### src/rtl/ex_pkg.sv
// Shared types and decode helpers for the EX stage and its multiply/divide engine.
package ex_pkg;

  typedef enum logic [4:0] {
    OP_ADD   = 5'd0,  OP_ADDU  = 5'd1,  OP_SUB   = 5'd2,  OP_SUBU  = 5'd3,
    OP_AND   = 5'd4,  OP_OR    = 5'd5,  OP_XOR   = 5'd6,  OP_NOR   = 5'd7,
    OP_SLT   = 5'd8,  OP_SLTU  = 5'd9,  OP_SLL   = 5'd10, OP_SRL   = 5'd11,
    OP_SRA   = 5'd12, OP_LUI   = 5'd13, OP_MULT  = 5'd14, OP_MULTU = 5'd15,
    OP_DIV   = 5'd16, OP_DIVU  = 5'd17, OP_MFHI  = 5'd18, OP_MFLO  = 5'd19,
    OP_MTHI  = 5'd20, OP_MTLO  = 5'd21
  } ex_op_e;

  typedef enum logic [1:0] {
    MD_IDLE = 2'd0,
    MD_RUN  = 2'd1,
    MD_FIX  = 2'd2
  } md_state_e;

  function automatic logic is_muldiv(input ex_op_e op);
    case (op)
      OP_MULT, OP_MULTU, OP_DIV, OP_DIVU: is_muldiv = 1'b1;
      default:                            is_muldiv = 1'b0;
    endcase
  endfunction

  function automatic logic uses_hilo(input ex_op_e op);
    case (op)
      OP_MFHI, OP_MFLO, OP_MTHI, OP_MTLO: uses_hilo = 1'b1;
      default:                            uses_hilo = 1'b0;
    endcase
  endfunction

endpackage

### src/rtl/ex_muldiv.sv
// Iterative multiply/divide engine: one bit per cycle on magnitudes, sign fix-up in FIX.
module ex_muldiv
  import ex_pkg::*;
#(
  parameter int XLEN = 32
) (
  input  logic            clk,
  input  logic            rst_n,
  input  logic            start,
  input  ex_op_e          op,
  input  logic [XLEN-1:0] a,
  input  logic [XLEN-1:0] b,
  output logic            busy,
  output logic            done,
  output logic [XLEN-1:0] hi,
  output logic [XLEN-1:0] lo
);

  localparam int CW = $clog2(XLEN);

  md_state_e         state_r;
  logic [CW-1:0]     cnt_r;
  logic              is_div_r, neg_q_r, neg_r_r, dz_r;
  logic [XLEN-1:0]   a_r, bm_r, q_r;
  logic [XLEN:0]     acc_r;

  logic              sgn_s;
  logic [XLEN-1:0]   am_s, bm_s, q_nx_s;
  logic [XLEN:0]     acc_nx_s, sum_s, rem_sh_s, diff_s;
  logic [2*XLEN-1:0] prod_s;

  // Operand magnitudes captured at accept time
  always_comb begin
    sgn_s = (op == OP_MULT) || (op == OP_DIV);
    am_s  = (sgn_s && a[XLEN-1]) ? (~a + {{(XLEN-1){1'b0}}, 1'b1}) : a;
    bm_s  = (sgn_s && b[XLEN-1]) ? (~b + {{(XLEN-1){1'b0}}, 1'b1}) : b;
  end

  // One iteration: shift-add multiply, or restoring divide with the dividend shifting out of q
  always_comb begin
    sum_s    = {1'b0, acc_r[XLEN-1:0]} + (q_r[0] ? {1'b0, bm_r} : {(XLEN+1){1'b0}});
    rem_sh_s = {acc_r[XLEN-1:0], q_r[XLEN-1]};
    diff_s   = rem_sh_s - {1'b0, bm_r};
    if (!is_div_r) begin
      acc_nx_s = {1'b0, sum_s[XLEN:1]};
      q_nx_s   = {sum_s[0], q_r[XLEN-1:1]};
    end else if (diff_s[XLEN]) begin
      acc_nx_s = rem_sh_s;
      q_nx_s   = {q_r[XLEN-2:0], 1'b0};
    end else begin
      acc_nx_s = diff_s;
      q_nx_s   = {q_r[XLEN-2:0], 1'b1};
    end
  end

  // Sign correction and divide-by-zero override, valid while in FIX
  always_comb begin
    prod_s = {acc_r[XLEN-1:0], q_r};
    if (neg_q_r) begin
      prod_s = ~prod_s + {{(2*XLEN-1){1'b0}}, 1'b1};
    end else begin
      prod_s = prod_s;
    end
    if (!is_div_r) begin
      hi = prod_s[2*XLEN-1:XLEN];
      lo = prod_s[XLEN-1:0];
    end else if (dz_r) begin
      hi = a_r;
      lo = {XLEN{1'b1}};
    end else begin
      hi = neg_r_r ? (~acc_r[XLEN-1:0] + {{(XLEN-1){1'b0}}, 1'b1}) : acc_r[XLEN-1:0];
      lo = neg_q_r ? (~q_r + {{(XLEN-1){1'b0}}, 1'b1}) : q_r;
    end
    busy = (state_r != MD_IDLE);
    done = (state_r == MD_FIX);
  end

  // Engine FSM and datapath registers
  always_ff @(posedge clk or negedge rst_n) begin
    if (!rst_n) begin
      state_r  <= MD_IDLE;
      cnt_r    <= {CW{1'b0}};
      is_div_r <= 1'b0;
      neg_q_r  <= 1'b0;
      neg_r_r  <= 1'b0;
      dz_r     <= 1'b0;
      a_r      <= {XLEN{1'b0}};
      bm_r     <= {XLEN{1'b0}};
      q_r      <= {XLEN{1'b0}};
      acc_r    <= {(XLEN+1){1'b0}};
    end else begin
      case (state_r)
        MD_IDLE: begin
          if (start) begin
            state_r  <= MD_RUN;
            cnt_r    <= CW'(XLEN-1);
            is_div_r <= (op == OP_DIV) || (op == OP_DIVU);
            neg_q_r  <= sgn_s && (a[XLEN-1] ^ b[XLEN-1]);
            neg_r_r  <= sgn_s && a[XLEN-1];
            dz_r     <= (b == {XLEN{1'b0}});
            a_r      <= a;
            bm_r     <= bm_s;
            q_r      <= am_s;
            acc_r    <= {(XLEN+1){1'b0}};
          end
        end
        MD_RUN: begin
          acc_r <= acc_nx_s;
          q_r   <= q_nx_s;
          cnt_r <= cnt_r - {{(CW-1){1'b0}}, 1'b1};
          if (cnt_r == {CW{1'b0}}) begin
            state_r <= MD_FIX;
          end
        end
        MD_FIX:  state_r <= MD_IDLE;
        default: state_r <= MD_IDLE;
      endcase
    end
  end

endmodule

### src/rtl/ex_stage_md.sv
// EX stage: forwarding, ALU, HI/LO, mul/div engine and EX/MEM register.
// Optional signed-overflow trap on ADD/SUB when EX_OVF_TRAP_EN is defined.
module ex_stage_md
  import ex_pkg::*;
#(
  parameter int XLEN  = 32,
  parameter int RBITS = 5
) (
  input  logic             clk,
  input  logic             rst_n,
  input  logic             id_valid_i,
  input  ex_op_e           op_i,
  input  logic [RBITS-1:0] rs_i,
  input  logic [RBITS-1:0] rt_i,
  input  logic [XLEN-1:0]  data_a_i,
  input  logic [XLEN-1:0]  data_b_i,
  input  logic [XLEN-1:0]  imm_i,
  input  logic             use_imm_i,
  input  logic [RBITS-1:0] dst_i,
  input  logic             reg_write_i,
  input  logic [RBITS-1:0] wb_rd_i,
  input  logic             wb_we_i,
  input  logic [XLEN-1:0]  wb_data_i,
  output logic             stall_o,
  output logic             ex_valid_o,
  output logic [XLEN-1:0]  res_o,
  output logic             zero_o,
  output logic [XLEN-1:0]  store_o,
  output logic [RBITS-1:0] dst_o,
  output logic             reg_write_o,
  output logic             ovf_o
);

  localparam int SW = $clog2(XLEN);

  logic [XLEN-1:0] hi_r, lo_r, md_hi_s, md_lo_s;
  logic [XLEN-1:0] fwd_a_s, fwd_b_s, op_b_s, sum_s, dif_s, res_s;
  logic [SW-1:0]   shamt_s;
  logic            md_busy_s, md_done_s, stall_s, issue_s, ovf_s, wr_s;

  // Operand forwarding: EX/MEM beats MEM/WB, register 0 never forwards
  always_comb begin
    if (reg_write_o && (dst_o != {RBITS{1'b0}}) && (dst_o == rs_i)) begin
      fwd_a_s = res_o;
    end else if (wb_we_i && (wb_rd_i != {RBITS{1'b0}}) && (wb_rd_i == rs_i)) begin
      fwd_a_s = wb_data_i;
    end else begin
      fwd_a_s = data_a_i;
    end
    if (reg_write_o && (dst_o != {RBITS{1'b0}}) && (dst_o == rt_i)) begin
      fwd_b_s = res_o;
    end else if (wb_we_i && (wb_rd_i != {RBITS{1'b0}}) && (wb_rd_i == rt_i)) begin
      fwd_b_s = wb_data_i;
    end else begin
      fwd_b_s = data_b_i;
    end
    op_b_s = use_imm_i ? imm_i : fwd_b_s;
  end

  // ALU and overflow detect
  always_comb begin
    sum_s   = fwd_a_s + op_b_s;
    dif_s   = fwd_a_s - op_b_s;
    shamt_s = fwd_a_s[SW-1:0];
    case (op_i)
      OP_ADD, OP_ADDU: res_s = sum_s;
      OP_SUB, OP_SUBU: res_s = dif_s;
      OP_AND:          res_s = fwd_a_s & op_b_s;
      OP_OR:           res_s = fwd_a_s | op_b_s;
      OP_XOR:          res_s = fwd_a_s ^ op_b_s;
      OP_NOR:          res_s = ~(fwd_a_s | op_b_s);
      OP_SLT:          res_s = {{(XLEN-1){1'b0}}, ($signed(fwd_a_s) < $signed(op_b_s))};
      OP_SLTU:         res_s = {{(XLEN-1){1'b0}}, (fwd_a_s < op_b_s)};
      OP_SLL:          res_s = op_b_s << shamt_s;
      OP_SRL:          res_s = op_b_s >> shamt_s;
      OP_SRA:          res_s = $signed(op_b_s) >>> shamt_s;
      OP_LUI:          res_s = imm_i << (XLEN/2);
      OP_MFHI:         res_s = hi_r;
      OP_MFLO:         res_s = lo_r;
      default:         res_s = {XLEN{1'b0}};
    endcase
`ifdef EX_OVF_TRAP_EN
    case (op_i)
      OP_ADD:  ovf_s = (fwd_a_s[XLEN-1] == op_b_s[XLEN-1]) && (sum_s[XLEN-1] != fwd_a_s[XLEN-1]);
      OP_SUB:  ovf_s = (fwd_a_s[XLEN-1] != op_b_s[XLEN-1]) && (dif_s[XLEN-1] != fwd_a_s[XLEN-1]);
      default: ovf_s = 1'b0;
    endcase
`else
    ovf_s = 1'b0;
`endif
    wr_s = reg_write_i && !is_muldiv(op_i) && (op_i != OP_MTHI) && (op_i != OP_MTLO) && !ovf_s;
  end

  // A busy engine holds any HI/LO consumer or a second mul/div in ID/EX
  always_comb begin
    stall_s = id_valid_i && md_busy_s && (is_muldiv(op_i) || uses_hilo(op_i));
    issue_s = id_valid_i && !stall_s;
    stall_o = stall_s;
  end

  ex_muldiv #(.XLEN(XLEN)) u_muldiv (
    .clk   (clk),
    .rst_n (rst_n),
    .start (issue_s && is_muldiv(op_i)),
    .op    (op_i),
    .a     (fwd_a_s),
    .b     (fwd_b_s),
    .busy  (md_busy_s),
    .done  (md_done_s),
    .hi    (md_hi_s),
    .lo    (md_lo_s)
  );

  // HI/LO: engine completion or MTHI/MTLO
  always_ff @(posedge clk or negedge rst_n) begin
    if (!rst_n) begin
      hi_r <= {XLEN{1'b0}};
      lo_r <= {XLEN{1'b0}};
    end else if (md_done_s) begin
      hi_r <= md_hi_s;
      lo_r <= md_lo_s;
    end else if (issue_s && (op_i == OP_MTHI)) begin
      hi_r <= fwd_a_s;
    end else if (issue_s && (op_i == OP_MTLO)) begin
      lo_r <= fwd_a_s;
    end
  end

  // EX/MEM pipeline register; stalls and empty slots load a bubble
  always_ff @(posedge clk or negedge rst_n) begin
    if (!rst_n) begin
      ex_valid_o  <= 1'b0;
      res_o       <= {XLEN{1'b0}};
      zero_o      <= 1'b0;
      store_o     <= {XLEN{1'b0}};
      dst_o       <= {RBITS{1'b0}};
      reg_write_o <= 1'b0;
      ovf_o       <= 1'b0;
    end else if (!issue_s) begin
      ex_valid_o  <= 1'b0;
      res_o       <= {XLEN{1'b0}};
      zero_o      <= 1'b0;
      store_o     <= {XLEN{1'b0}};
      dst_o       <= {RBITS{1'b0}};
      reg_write_o <= 1'b0;
      ovf_o       <= 1'b0;
    end else begin
      ex_valid_o  <= 1'b1;
      res_o       <= res_s;
      zero_o      <= (res_s == {XLEN{1'b0}});
      store_o     <= fwd_b_s;
      dst_o       <= dst_i;
      reg_write_o <= wr_s;
      ovf_o       <= ovf_s;
    end
  end

endmodule

### config.mk
export PLATFORM = sky130hd
export DESIGN_NAME = ex_stage_md
export DESIGN_NICKNAME = d
export VERILOG_FILES = /design/src/rtl/ex_pkg.sv /design/src/rtl/ex_muldiv.sv /design/src/rtl/ex_stage_md.sv
export SDC_FILE = /design/constraint.sdc
export NUM_CORES = 2
export LEC_CHECK = 0
export BUFFER_PORTS_ARGS = -buffer_cell sky130_fd_sc_hd__buf_2
export CAP_MARGIN = 10
export CORE_ASPECT_RATIO = 0.8
export CORE_MARGIN = 4
export CORE_UTILIZATION = 30
export CTS_BUF_LIST = sky130_fd_sc_hd__clkbuf_8
export DETAILED_ROUTE_END_ITERATION = 10
export PLACE_DENSITY_LB_ADDON = 0.1
export SYNTH_ARGS = -nofsm -noshare
export SYNTH_HDL_FRONTEND = slang
export SYNTH_SLANG_ARGS = --single-unit
### constraint.sdc
create_clock -name clk -period 7.5 [get_ports clk]
set_input_delay 0.375 -clock clk [delete_from_list [all_inputs] [get_ports clk]]
set_output_delay 0.375 -clock clk [all_outputs]
set_load 0.01 [all_outputs]
# Word level (Yosys, flattened, before mapping)
# Index checks and enable logic that the tools add are counted.
# totals
input_bits,159
reg_bits,275
# op_classes
magnitude_cmp,2
n_eq_ne,32
bitwise,10
addsub,10
reduce_logical,42
n_shift,3
muxes,42
# op_table
op,count
32-bit two-way mux,26
32-bit one-hot mux with 14 select lines,1
32-bit NOT,5
32-bit by 1-bit adder with 32-bit output (second input constant),4
32-bit one-hot mux with 2 select lines,2
64-bit by 1-bit adder with 64-bit output (second input constant),1
32-bit zero test,2
32-bit < comparator,2
64-bit two-way mux,1
64-bit NOT,1
5-bit by 4-bit equality test with 1-bit output (second input constant),8
32-bit by 32-bit adder with 33-bit output,1
33-bit by 32-bit subtractor with 33-bit output,1
32-bit adder,1
32-bit AND,1
32-bit bitwise OR,1
32-bit by 5-bit << shifter with 32-bit output,1
32-bit by 5-bit right shift with 32-bit output,1
32-bit by 5-bit >>> shifter with 32-bit output,1
32-bit subtractor,1
32-bit bitwise XOR,1
5-bit equality test (second input constant),6
5-bit by 3-bit equality test with 1-bit output (second input constant),4
5-bit equality test,4
other kinds (24),64

# Depth between registers and ports, before layout
# logic_depth
ltp_word,11
depth_mapped,27
depth_no_buf,23

# Hierarchy
# A second synthesis with hierarchy kept.
# hier_totals
hier_cells,4150
area_unflattened_um2,31343.8
# by_module_without_submodules
mod,n_inst,seq_area_each_um2,area_each_um2,cells_each
ex_stage_md,1,3403.3,17628.2,2323
ex_muldiv,1,3478.3,13715.7,1827

# Least setup slack after synthesis
# Ideal clock, no wire load.
# synth_timing
path_type,flip-flop to flip-flop
start,register dst_o[1]
end,register zero_o
setup_slack_ps,883
n_path_buf,6
arrival_ps,6545
path_stages_with_launch,26
cell_sequence,dfrtp_1 -> or4_4 -> o211ai_2 -> or2_2 -> clkbuf_1 -> a31o_2 -> clkbuf_1 -> buf_1 -> buf_1 -> clkbuf_1 -> buf_1 -> ha_1 -> nor2_1 -> a21o_1 -> nor3b_1 -> o211ai_1 -> a21oi_1 -> o41ai_1 -> a211oi_1 -> o41ai_1 -> or3_1 -> o311ai_0 -> a2111oi_0 -> nand4_1 -> or4_1 -> nor2_1
# synth_between
elab_chain_len,10
# synth_rtl
element,line,rtl
start: declaration,ex_stage_md.sv:29,"output logic [RBITS-1:0] dst_o,"
start signal: assignment,ex_stage_md.sv:136,dst_o <= {RBITS{1'b0}};
start signal: assignment,ex_stage_md.sv:144,dst_o <= {RBITS{1'b0}};
start signal: assignment,ex_stage_md.sv:152,dst_o <= dst_i;
branches (longest 7 deep; another with 32-bit subtractor),n/a,
32-bit one-hot mux with 14 select lines *,ex_stage_md.sv:65,case (op_i)
32-bit zero test *,ex_stage_md.sv:150,zero_o <= (res_s == {XLEN{1'b0}});
1-bit two-way mux *,ex_stage_md.sv:139,end else if (!issue_s) begin
end signal: assignment,ex_stage_md.sv:150,
end: declaration,ex_stage_md.sv:27,"output logic zero_o,"
# Mark *: on every way between the ends.
# A chain may end at the register's enable or synchronous reset.

# Worst setup path in the final report
# Same ends and word-level chain as after synthesis.

==> impl_metrics.tcl <==
set metrics [dict create \
    ff_latch_area_um2 6885 \
    r2r-end "zero_o" \
    dpl.hpwl_mm 141.2 \
    synth_edf_count 0 \
    ios 233 \
    num_rows 103 \
    synthTopCellsByCount "nor2_1, nand2_1, o21ai_0, a21oi_1, dfrtp_1" \
    syn_to_final_growth_pct 15.23 \
    worstSetupEndpoint "zero_o" \
    tightest_slew_ns 1.397 \
    insertion_delay_ns 0.72 \
    antenna_left 0 \
    crit_type "reg2reg" \
    p_int_mw 4.659 \
    timing.final.crit_share 0.9550 \
    hold_slack_ns 0.1569 \
    fp.dieH_um 291.1 \
    synth_ff_type "dfrtp_1" \
    cts-htree-levels 2 \
    ys_warn_count 0 \
    min_period_ns 7.162 \
    coreArea_um2 99100 \
    layout-drive-gt1-share 0.1447 \
    die_area_um2 105400 \
    final_nets 4567 \
    power_density_nw_per_um2 264.8 \
    placed_cell_area_um2 33330 \
    grt_pass1_vias 32250 \
    cts_tree "done" \
    syn_inst 4043 \
    finalHoldViolCount 0 \
    antenna_found_initial 8 \
    synth_top_area_share 0.2289 \
    drt-initial-drc-count 5266 \
    cts_buffers 54 \
    arrival_ns 7.79 \
    grt_pass1_wl_mm 250.5 \
    status "finished clean" \
    worstHoldPathType "in2async" \
    tns_ns 0 \
    grtUsageTotal 0.3251 \
    stdcell_area_um2 34640 \
    r2r_cells 22 \
    via_count 34750 \
    n_fill_cell 10780 \
    switching_share 0.4920 \
    startpoint_type "flip-flop" \
    drcViolationCount 0 \
    syn-num-nets 4379 \
    rsz0062_at_grt "false" \
    ir_drop_mv 0.1415 \
    crit_start "dst_o[1]" \
    start_util 0.3033 \
    dp.cells 5480 \
    critPathMaxFanout 33 \
    clockBufferDepth 3 \
    p_leak_nw 14.57 \
    clk_pin_slew_worst_paths_ns 0.08 \
    grt_overflow 0 \
    r2r_slack_ns 0.34 \
    post_drt_wl_per_cell_um 31.95 \
    p_total_mw 9.172 \
    synth.most_common_cell "nor2_1" \
    layoutNonFillerInstCount 5589 \
    pwr-share-comb 0.543 \
    fin_skew_ns 0.04116 \
    relSlewSlack 0.06248 \
    postCtsSetupRepairBufs 0 \
    synth_top_cell_by_area "dfrtp_1" \
    port_buffers 231 \
    wl_mm 178.6 \
    async_flop_share 1.000 \
    yosysSeqAreaShare 0.2289 \
    synth.avg_cell_area_um2 7.436 \
    maxCapViolCount 0 \
    synth_cell_types 96 \
    p_sw_mw 4.513 \
    multi_input_area_um2 21470 \
    gp_congestion 1.028 \
    drtPass1Iterations 8 \
    grt_max_degree 131 \
    synth_area_um2 30060 \
    timing.rr.start "dst_o[1]" \
    cts.sinks 275 \
    synth_seq_cells 275 \
    yosys-top-cells-area "dfrtp_1, ha_1, o21ai_0" \
    fmax_ghz 0.1396 \
    drv_slew 0 \
    critPathRequiredTime_ns 8.12 \
    cts_root_buffer "clkbuf_8" \
    via_per_inst 6.217 \
    power_frac_seq 0.267 \
    finalSetupViolCount 0 \
    end_kind "flip-flop" \
    die_x_um 361.9 \
    clkPwrFrac 0.190 \
]
flip-flops by register name, indices dropped and copies added, names as in the netlist:
register,flops
u_muldiv.acc_r,32
hi_r,32
u_muldiv.cnt_r,5
store_o,32
u_muldiv.dz_r,1
dst_o,5
u_muldiv.neg_r_r,1
u_muldiv.a_r,32
u_muldiv.q_r,32
ex_valid_o,1
lo_r,32
res_o,32
reg_write_o,1
u_muldiv.bm_r,32
u_muldiv.neg_q_r,1
u_muldiv.state_r,2
u_muldiv.is_div_r,1
zero_o,1
placed cells by master, fill, tap and decap left out, types with 33 or more instances in the layout:
cell type / n
o21a_1: 34
or3_1: 39
buf_4: 201
xor2_1: 75
a211oi_1: 140
inv_1: 177
dfrtp_1: 274
nand3_1: 91
a21oi_1: 330
mux2i_1: 130
nor3_1: 136
buf_2: 229
a21o_1: 42
a311oi_1: 33
nand2_1: 341
clkbuf_8: 66
a31oi_1: 73
nor2_1: 371
xnor2_1: 117
and2_1: 80
a22oi_1: 62
ha_1: 173
o21ai_0: 338
o211ai_1: 40
nor4_1: 84
layer usage:
layer / vias up / part of all wire / GRT usage
met4: 4 / 0.033 / 0.09247
met5: - / 0.00026 / 0
met2: 1899 / 0.40 / 0.4541
li1: 15430 / - / -
met1: 17160 / 0.46 / 0.4839
met3: 263 / 0.11 / 0.08718
critical path: stages (launching register included):
cell	delay, ns
dfrtp_1	0.45
or4_4	0.59
o211ai_2	0.24
buf_12	0.23
nor3_1	0.10
a311oi_1	0.89
or2_2	0.35
inv_1	0.08
ha_1	0.43
inv_1	0.14
a21oi_1	0.33
o21a_1	0.18
o31a_1	0.29
o22a_1	0.22
a21oi_1	0.17
a311oi_1	0.53
o21ai_0	0.19
a21oi_1	0.21
xnor2_1	0.13
a221oi_1	0.42
nand4_1	0.24
or4_1	0.51
nor2_1	0.13
area by class of cell:
cell class / instances / share of cell area
clock inverter: 31 / 0.007621
multi-input combinational: 3288 / 0.6197
antenna: 5 / 0.0003612
clock buffer: 66 / 0.02622
inverter: 170 / 0.01849
tap: 1312 / 0.04739
sequential: 275 / 0.1988
timing repair buffer: 442 / 0.08141
through the flow:
stage               utilization  worst slack (ns)
floorplan                     -            0.8834
global placement         0.3364            0.1068
detailed placement       0.3364          -0.01027
CTS                      0.3489            0.1029
global route             0.3494           0.01308
finish                   0.3495            0.3376
worst min-delay path by stage:
| stage | cells after the start | slack, ns | start | end |
|---|---|---|---|---|
| finish | 2 | 0.16 | rst_n | lo_r[5] |
| global route | 2 | 0.18 | rst_n | lo_r[5] |
| CTS | 2 | 0.13 | rst_n | lo_r[5] |
| detailed placement | 1 | 0.31 | rst_n | lo_r[5] |
| global placement | 1 | 0.32 | rst_n | lo_r[5] |
| floorplan | 0 | 0.08 | rst_n | dst_o[0] |
what timing repair did:
action,4_1_cts,5_1_grt
hold endpoints to repair,44,0
resized for setup,0,11
hold buffers,7,0
setup endpoints to repair,0,1
cell families (layout without fill, tap and decap cells):
family / after synthesis / in the layout / synth area share
compound gates: 1444 / 1444 / 0.3184
simple gates: 1330 / 1330 / 0.2108
buf+inv: 480 / 709 / 0.06235
flops: 275 / 275 / 0.2289
xor+xnor: 193 / 193 / 0.05623
fa+ha+maj: 177 / 177 / 0.07467
mux: 143 / 143 / 0.04849
other cells: 1 / 6 / 0.0001247
power groups by stage:
| stage | clock network, mW | registers (mW) | logic (mW) |
|---|---|---|---|
| global placement | 0 | 2.45 | 4.88 |
| CTS | 1.79 | 2.42 | 4.88 |
| floorplan | 0 | 2.12 | 3.38 |
| finish | 1.75 | 2.45 | 4.98 |
| global route | 1.86 | 2.47 | 5.42 |
| detailed placement | 0 | 2.45 | 4.85 |
Power figures use the tool's default switching activity.
